`src/rtl/pipeline_hazard_ctrl_pkg.sv`:
```
// Shared types for the decode hazard controller: instruction classes, FSM states, scoreboard entry.
package HazardCtrlPkg;

    typedef enum logic [3:0] {
        ALU_REG = 4'd0,
        ALU_IMM = 4'd1,
        LOAD    = 4'd2,
        STORE   = 4'd3,
        BRANCH  = 4'd4,
        JUMP    = 4'd5,
        LUI     = 4'd6,
        AUIPC   = 4'd7,
        SYSTEM  = 4'd8
    } InstructionTypes;

    typedef enum logic [1:0] {
        RUN   = 2'd0,
        STALL = 2'd1,
        FLUSH = 2'd2
    } HazardState_t;

    typedef struct packed {
        logic       valid;
        logic [4:0] rd;
        logic       isLoad;
    } SbEntry_t;

    localparam int FLUSH_CNT_W = 3;

endpackage

```
`src/rtl/pipeline_hazard_ctrl_scoreboard.sv`:
```
// Two-entry EX/MEM destination tracker with same-cycle source-match flags.
// Entries shift every cycle; no backpressure, the producer side pushes a bubble when not issuing.
module hazard_scoreboard
    import HazardCtrlPkg::*;
(
    input  logic       clk,
    input  logic       rst,
    input  logic       push_vld,
    input  logic [4:0] push_rd,
    input  logic       push_load,
    input  logic [4:0] rs1,
    input  logic       use_rs1,
    input  logic [4:0] rs2,
    input  logic       use_rs2,
    output logic       match_ex,
    output logic       match_ex_load,
    output logic       match_mem
);

    SbEntry_t ex_q;
    SbEntry_t mem_q;

    always_ff @(posedge clk) begin
        if (rst) begin
            ex_q  <= '0;
            mem_q <= '0;
        end else begin
            mem_q        <= ex_q;
            ex_q.valid   <= push_vld && (push_rd != 5'd0);
            ex_q.rd      <= push_rd;
            ex_q.isLoad  <= push_load;
        end
    end

    function automatic logic hit(input SbEntry_t e, input logic [4:0] a, input logic ua,
                                 input logic [4:0] b, input logic ub);
        return e.valid && ((ua && (a == e.rd)) || (ub && (b == e.rd)));
    endfunction

    always_comb begin
        match_ex      = hit(ex_q, rs1, use_rs1, rs2, use_rs2);
        match_ex_load = match_ex && ex_q.isLoad;
        match_mem     = hit(mem_q, rs1, use_rs1, rs2, use_rs2);
    end

endmodule

```
`src/rtl/pipeline_hazard_ctrl.sv`:
```
// Decode hazard/flush sequencer; strobes are same-cycle combinational, state updates next edge.
// FORWARDING_EN selects load-use-only stalls (bypass build) versus EX+MEM dependency stalls.
module pipeline_hazard_ctrl
    import HazardCtrlPkg::*;
#(
    parameter int FLUSH_CYCLES = 1,
    parameter int CNT_W        = 32
) (
    input  logic             iClk,
    input  logic             iRst,
    input  logic             iDecValid,
    input  InstructionTypes  iDecType,
    input  logic [4:0]       iDecRs1,
    input  logic [4:0]       iDecRs2,
    input  logic             iDecUsesRs1,
    input  logic             iDecUsesRs2,
    input  logic [4:0]       iDecRd,
    input  logic             iDecRegWrite,
    input  logic             iExRedirect,
    output logic             oStallF,
    output logic             oStallD,
    output logic             oFlushD,
    output logic             oFlushE,
    output logic             oIssue,
    output logic [1:0]       oState,
    output logic [CNT_W-1:0] oStallCycles,
    output logic [CNT_W-1:0] oFlushCycles
);

    HazardState_t           state_q, state_nxt;
    logic [FLUSH_CNT_W-1:0] cnt_q, cnt_nxt;
    logic [CNT_W-1:0]       stall_cnt_q, flush_cnt_q;
    logic                   match_ex, match_ex_load, match_mem;
    logic                   hazard;
    logic                   stall, flush_d, flush_e, issue;

    hazard_scoreboard u_sb (
        .clk           (iClk),
        .rst           (iRst),
        .push_vld      (issue && iDecRegWrite),
        .push_rd       (iDecRd),
        .push_load     (iDecType == LOAD),
        .rs1           (iDecRs1),
        .use_rs1       (iDecUsesRs1),
        .rs2           (iDecRs2),
        .use_rs2       (iDecUsesRs2),
        .match_ex      (match_ex),
        .match_ex_load (match_ex_load),
        .match_mem     (match_mem)
    );

`ifdef FORWARDING_EN
    assign hazard = iDecValid && match_ex_load;
`else
    assign hazard = iDecValid && (match_ex || match_ex_load || match_mem);
`endif

    always_ff @(posedge iClk) begin
        if (iRst) begin
            state_q     <= RUN;
            cnt_q       <= '0;
            stall_cnt_q <= '0;
            flush_cnt_q <= '0;
        end else begin
            state_q <= state_nxt;
            cnt_q   <= cnt_nxt;
            if (stall && (stall_cnt_q != '1))
                stall_cnt_q <= stall_cnt_q + CNT_W'(1);
            if (flush_d && (flush_cnt_q != '1))
                flush_cnt_q <= flush_cnt_q + CNT_W'(1);
        end
    end

    // Priority: redirect, then FLUSH countdown, then hazard, then issue.
    always_comb begin
        state_nxt = RUN;
        cnt_nxt   = cnt_q;
        stall     = 1'b0;
        flush_d   = 1'b0;
        flush_e   = 1'b0;
        issue     = 1'b0;
        if (iExRedirect) begin
            flush_d   = 1'b1;
            flush_e   = 1'b1;
            cnt_nxt   = FLUSH_CNT_W'(FLUSH_CYCLES);
            state_nxt = (FLUSH_CYCLES == 0) ? RUN : FLUSH;
        end else if (state_q == FLUSH) begin
            flush_d = 1'b1;
            flush_e = 1'b1;
            if (cnt_q <= FLUSH_CNT_W'(1)) begin
                cnt_nxt   = '0;
                state_nxt = hazard ? STALL : RUN;
            end else begin
                cnt_nxt   = cnt_q - FLUSH_CNT_W'(1);
                state_nxt = FLUSH;
            end
        end else if (hazard) begin
            stall     = 1'b1;
            flush_e   = 1'b1;
            state_nxt = STALL;
        end else begin
            issue     = iDecValid;
            state_nxt = RUN;
        end
    end

    // Reset forces every output low, including the not-yet-cleared counters.
    assign oStallF      = !iRst && stall;
    assign oStallD      = !iRst && stall;
    assign oFlushD      = !iRst && flush_d;
    assign oFlushE      = !iRst && flush_e;
    assign oIssue       = !iRst && issue;
    assign oState       = iRst ? 2'd0 : state_q;
    assign oStallCycles = iRst ? '0 : stall_cnt_q;
    assign oFlushCycles = iRst ? '0 : flush_cnt_q;

endmodule

```
`config.mk`:
```
export PLATFORM = sky130hd
export DESIGN_NAME = pipeline_hazard_ctrl
export DESIGN_NICKNAME = d
export VERILOG_FILES = /design/src/rtl/pipeline_hazard_ctrl_pkg.sv /design/src/rtl/pipeline_hazard_ctrl_scoreboard.sv /design/src/rtl/pipeline_hazard_ctrl.sv
export SDC_FILE = /design/constraint.sdc
export NUM_CORES = 1
export LEC_CHECK = 0
export ABC_CLOCK_PERIOD_IN_PS = 9900
export BUFFER_PORTS_ARGS = -buffer_cell sky130_fd_sc_hd__buf_2
export CAP_MARGIN = 20
export CORE_ASPECT_RATIO = 1.5
export CORE_UTILIZATION = 59
export DETAILED_ROUTE_END_ITERATION = 12
export GPL_ROUTABILITY_DRIVEN = 0
export MAX_ROUTING_LAYER = met4
export PLACE_DENSITY = 0.85
export RECOVER_POWER = 100
export SETUP_SLACK_MARGIN = 0.15
export SLEW_MARGIN = 0
export SYNTH_ARGS = -nofsm -noshare
export SYNTH_HDL_FRONTEND = slang
export SYNTH_HIERARCHICAL = 1
export SYNTH_SLANG_ARGS = --single-unit
```
`constraint.sdc`:
```
create_clock -name iClk -period 9.9 [get_ports iClk]
set_input_delay 2.97 -clock iClk [delete_from_list [all_inputs] [get_ports iClk]]
set_output_delay 2.97 -clock iClk [all_outputs]
set_load 0.02 [all_outputs]
```
# ---- After elaboration in Yosys (flattened, before gate mapping)
# Index checks and enable logic that the tools add are counted.
dict set report op_classes {
  addsub 3
  n_lt_le_gt_ge 1
  eq_ne 8
  muxes 20
  reduce_logical 24
}
# operator n
set ops {}
lappend ops {{$add A32 B1 Y32 const B} 2}
lappend ops {{$mux W32} 2}
lappend ops {{$ne A32 B32 Y1 const B} 2}
lappend ops {{$eq A5 B5 Y1} 4}
lappend ops {{$logic_and A1 B1 Y1} 16}
lappend ops {{$mux W1} 13}
lappend ops {{$mux W2} 4}
lappend ops {{$reduce_bool A5 Y1} 1}
lappend ops {{$eq A4 B2 Y1 const B} 1}
lappend ops {{$logic_or A1 B1 Y1} 4}
lappend ops {{$le A3 B1 Y1 const B} 1}
lappend ops {{$mux W3} 1}
lappend ops {{$sub A3 B1 Y3 const B} 1}
lappend ops {{$eq A2 B2 Y1 const B} 1}
lappend ops {{$reduce_bool A2 Y1} 1}
lappend ops {{$reduce_or A2 Y1} 1}
lappend ops {{$logic_not A1 Y1} 1}
dict set report word_totals {
  regBits 82
  inputBits 26
  elab_cells 67
}

# ---- Logic depth before layout (Yosys ltp)
dict set report depth {
  word_depth 13
  ltp_mapped 10
  mapped_depth_nobuf 9
}

# ---- Modules after synthesis
# Netlist, hierarchy kept.
# mod instances cells_each area_each_um2 seq_area_each_um2
set by_module_without_submodules {}
lappend by_module_without_submodules {pipeline_hazard_ctrl 1 494 3967.6 1381.3}
lappend by_module_without_submodules {hazard_scoreboard 1 61 600.6 260.2}

# ---- Least setup slack after synthesis
# No wires, ideal clock.
dict set report synth_path {
  kind {input-to-output}
  startpoint {in iDecRs1[3]}
  endpoint {out oStallF}
  t_arrival_ns 4.866
  slack_ns 2.064
  path_stages 9
  path_cell_list {xor2_1 nor4_1 nand4_1 o21ai_0 o31ai_1 or3_1 clkbuf_1 nor2_1 buf_4}
}
dict set report synth_via {
  elab_cells_between_ends 16
  cone_classes {eq/ne (2); mux (3); reduce/logical (11)}
}
# element line
set synth_rtl {}
lappend synth_rtl {{start: declaration} pipeline_hazard_ctrl.sv:13} ;# input logic [4:0] iDecRs1,
lappend synth_rtl {{$eq A5 B5 Y1} pipeline_hazard_ctrl_scoreboard.sv:37} ;# return e.valid && ((ua && (a == e.rd)) || (ub && (b == e.rd)));
lappend synth_rtl {{$logic_and A1 B1 Y1} pipeline_hazard_ctrl_scoreboard.sv:37}
lappend synth_rtl {{$logic_or A1 B1 Y1} pipeline_hazard_ctrl_scoreboard.sv:37}
lappend synth_rtl {{$logic_and A1 B1 Y1} pipeline_hazard_ctrl_scoreboard.sv:37}
lappend synth_rtl {{net match_mem} pipeline_hazard_ctrl.sv:33} ;# logic match_ex, match_ex_load, match_mem;
lappend synth_rtl {{$logic_or A1 B1 Y1} pipeline_hazard_ctrl.sv:55} ;# assign hazard = iDecValid && (match_ex || match_ex_load || match_mem);
lappend synth_rtl {{$logic_and A1 B1 Y1} pipeline_hazard_ctrl.sv:55}
lappend synth_rtl {{$mux W1} pipeline_hazard_ctrl.sv:97} ;# end else if (hazard) begin
lappend synth_rtl {{$mux W1} pipeline_hazard_ctrl.sv:87} ;# end else if (state_q == FLUSH) begin
lappend synth_rtl {{$mux W1} pipeline_hazard_ctrl.sv:82} ;# if (iExRedirect) begin
lappend synth_rtl {{$logic_and A1 B1 Y1} n/a}
lappend synth_rtl {{end: declaration} pipeline_hazard_ctrl.sv:20} ;# output logic oStallF,
# The timed path passes the listed nets, and every way through them passes these cells.

# ---- Worst setup path after layout
dict set report layout_path {
  startpoint {in iDecRs1[0]}
  endpoint {out oStallF}
}
dict set report layout_via {
  elab_cells_between_ends 16
  cone_classes {eq/ne (2); mux (3); reduce/logical (11)}
}
# element line
set layout_rtl {}
lappend layout_rtl {{$eq A5 B5 Y1} pipeline_hazard_ctrl_scoreboard.sv:37}
lappend layout_rtl {{$logic_and A1 B1 Y1} pipeline_hazard_ctrl_scoreboard.sv:37}
lappend layout_rtl {{$logic_or A1 B1 Y1} pipeline_hazard_ctrl_scoreboard.sv:37}
lappend layout_rtl {{$logic_and A1 B1 Y1} pipeline_hazard_ctrl_scoreboard.sv:37}
lappend layout_rtl {{net match_mem} pipeline_hazard_ctrl.sv:33}
lappend layout_rtl {{$logic_or A1 B1 Y1} pipeline_hazard_ctrl.sv:55}
lappend layout_rtl {{$logic_and A1 B1 Y1} pipeline_hazard_ctrl.sv:55}
lappend layout_rtl {{$mux W1} pipeline_hazard_ctrl.sv:97}
lappend layout_rtl {{$mux W1} pipeline_hazard_ctrl.sv:87}
lappend layout_rtl {{$mux W1} pipeline_hazard_ctrl.sv:82}
lappend layout_rtl {{$logic_and A1 B1 Y1} pipeline_hazard_ctrl.sv:108} ;# assign oStallF = !iRst && stall;
# The timed path passes the listed nets, and every way through them passes these cells.

==> impl_metrics.json <==
{
  "status": "complete, no violations",
  "holdBufCountCts": 0,
  "cts_setup_buffers": 0,
  "stdcell_area_um2": 5220,
  "crit_required_ns": 6.93,
  "ys.flop_type": "dfxtp_1",
  "antenna_cells": 0,
  "tightest_slew_ns": 0.806,
  "fin_setup_tns_ns": 0,
  "clk_latency_ns": 0.37,
  "ys_seq_elements": 82,
  "min_period_ns": 7.94,
  "multiInputGateArea_um2": 2760,
  "timing.slew.headroom_pct": 46.3,
  "overflow": 0,
  "vias": 4330,
  "cts_resized": 0,
  "fmax_mhz": 126,
  "synth_warnings": 6,
  "drt_iter0_markers": 269,
  "start_kind": "input pin",
  "cellLeakagePower_nw": 1.90,
  "cts_sinks": 82,
  "cp_max_fo": 14,
  "crit_top_cell": "clkbuf_1",
  "die_x_um": 73.8,
  "ys_seq_area_share_pct": 35.9,
  "fin_crit_sh_pct": 80.2,
  "cts_tree": "built",
  "pin_count": 97,
  "synth_commonest_cells": "dfxtp_1 (82), nor2b_1 (75), nor2_1 (69)",
  "ir_worst_vdd_mv": 0.121,
  "grt_pass1_wl_um": 17200,
  "critPathCaptureType": "primary output",
  "fin_nets": 668,
  "first_pass_iters": 5,
  "final_core_util_pct": 70.8,
  "synth.area.top_cells": "dfxtp_1 (36%), nor2b_1 (10%), mux2_2 (8.1%)",
  "drive_gt1_share_pct": 12.0,
  "fin_worst_skew_ns": 0.0130,
  "clk_pin_slew_worst_paths_ns": 0.08,
  "viasPerCell": 5.83,
  "synth.cell_area_um2": 4570,
  "critPathKind": "input pin to primary output",
  "synth_top_family_by_area": "simple AND/OR/NAND/NOR gates",
  "syn-num-nets": 585,
  "ctsHtreeMaxLevel": 3,
  "portBuffers": 96,
  "cap_violations": 0,
  "final_cell_count_no_fill": 743,
  "cts_buffer_depth": 2,
  "hp-class": "register to register",
  "antenna_found_initial": 0,
  "finalSetupViolations": 0,
  "synth.top_cell.area_share_pct": 35.9,
  "start_util_pct": 62.0,
  "powerDensity_nw_per_um2": 131,
  "regArea_um2": 1640,
  "maxSlewViolCount": 0,
  "syn_inst": 555,
  "placed_area_um2": 5070,
  "finalHoldViolCount": 0,
  "crit_chain": "clkbuf_1 -> xor2_1 -> nor4_1 -> nand4_1 -> o21ai_0 -> o31ai_1 -> or3_1 -> nor2_1 -> clkbuf_1",
  "wire_per_inst_um": 14.5,
  "rsz0062_at_grt": "no",
  "cts_buffers": 9,
  "synthDistinctLibCells": 46,
  "rows": 38,
  "syn2layout_area_growth_pct": 14.3,
  "core-area_um2": 7370,
  "gr-usage-all-layers_pct": 27.9,
  "grt_pass1_vias": 3962,
  "dp.cells": 727,
  "die-area_um2": 8110,
  "fillers": 628,
  "grt_max_degree": 85,
  "cts-root-buf": "clkbuf_8",
  "detail-route-antenna-nets": 0,
  "yosysMostFrequentCell": "dfxtp_1",
  "yosys.area_share.simple_pct": 39.1,
  "die_h_um": 110,
  "wl_um": 10800,
  "synth-edff-count": 0,
  "cp.arrival_ns": 4.97,
  "crit_path_top_delay_cell": "or3_1",
  "synth-xor-area-share_pct": 4.41,
  "synthArstFlopShare_pct": 0,
  "synth_compound_area_share_pct": 5.23,
  "yosys.area_share.adder_pct": 1.10,
  "avgSynthCellArea_um2": 8.23,
  "place.detailed.hpwl_um": 7700,
  "critPathMaxStageDelay_ns": 0.57,
  "synth_mux_area_share_pct": 10.7,
  "drc": 0,
  "synth_top_cell_by_area": "dfxtp_1"
}
where the power goes:
| part | switching, mW | total (mW) | internal, mW | leakage (nW) |
|---|---|---|---|---|
| Sequential | 0.00388 | 0.337 | 0.334 | 0.664 |
| Combinational | 0.0245 | 0.0414 | 0.0169 | 1.10 |
| Clock | 0.124 | 0.304 | 0.180 | 0.129 |
flip-flops by register name, indices dropped and copies added (netlist names):
register	cells
cnt_q	3
u_sb/mem_q	6
stall_cnt_q	32
state_q	2
u_sb/ex_q	7
flush_cnt_q	32
final timing paths:
kind                      to  slack (ns)  cells after the start         start
min reg2reg    u_sb/mem_q[6]        0.49                      1  u_sb/ex_q[6]
max                  oStallF        1.96                      9    iDecRs1[0]
min            u_sb/mem_q[6]        0.49                      1  u_sb/ex_q[6]
max reg2reg  stall_cnt_q[26]        6.69                      9  u_sb/ex_q[4]
worst max-delay path: cells and delay by family:
kind / cells / cell delay [ns]
and+or+nand+nor: 4 / 1.15
buffers and inverters: 2 / 0.37
AOI/OAI and AO/OA: 2 / 0.29
xor gates and xnor gates: 1 / 0.18
cell usage in the layout, fill, tap and decap left out, types with 2 or more instances in the layout:
master / count
a211oi_1: 2
a21oi_1: 14
and2_1: 4
and3_1: 4
and4_1: 5
buf_2: 21
buf_4: 2
bufinv_16: 3
clkbuf_1: 74
clkbuf_8: 11
clkinv_2: 2
dfxtp_1: 82
ha_1: 4
inv_1: 13
mux2_1: 10
mux2_2: 32
nand2_1: 39
nand3_1: 19
nand4_1: 22
nor2_1: 69
nor2b_1: 75
nor3_1: 28
nor3b_1: 5
nor4_1: 18
nor4b_1: 4
o21ai_0: 21
or3_1: 15
or4_1: 8
xnor2_1: 18
xor2_1: 5
layer usage:
layer,vias to the layer above,GRT usage (%),wire (um)
met5,-,-,0
met4,0,17.4,418
met3,38,4.12,440
met2,146,48.0,5650
met1,2031,29.5,4260
li1,2115,-,-
stage by stage:
| stage | total power [mW] | hold slack, ns | worst slack [ns] |
|---|---|---|---|
| 2_1_floorplan | 0.374 | 0.444 | 2.06 |
| 3_3_place_gp | 0.384 | 0.469 | 2.09 |
| 4_1_cts | 0.685 | 0.488 | 2.04 |
| 6_report | 0.683 | 0.494 | 1.96 |
| 5_1_grt | 0.704 | 0.521 | 1.72 |
| 3_5_place_dp | 0.387 | 0.476 | 2.05 |
logic make-up (layout without fill, tap and decap cells):
kind of cell	count (synthesis)	after routing
AND/OR/NAND/NOR	322	322
flip-flops	82	82
AO/OA/AOI/OAI	43	43
multiplexers	43	43
buffers and inverters	38	126
XOR/XNOR	23	23
adder cells (fa/ha/maj)	4	4
cell type report:
cell class	count	area share (%)
multi-input combinational	435	52.8
tap	100	2.40
sequential	82	31.4
clock buffer	11	2.90
timing repair buffer	97	7.62
inverter	13	0.935
clock inverter	5	1.92
No activity file was read; power rests on OpenSTA's default activity.
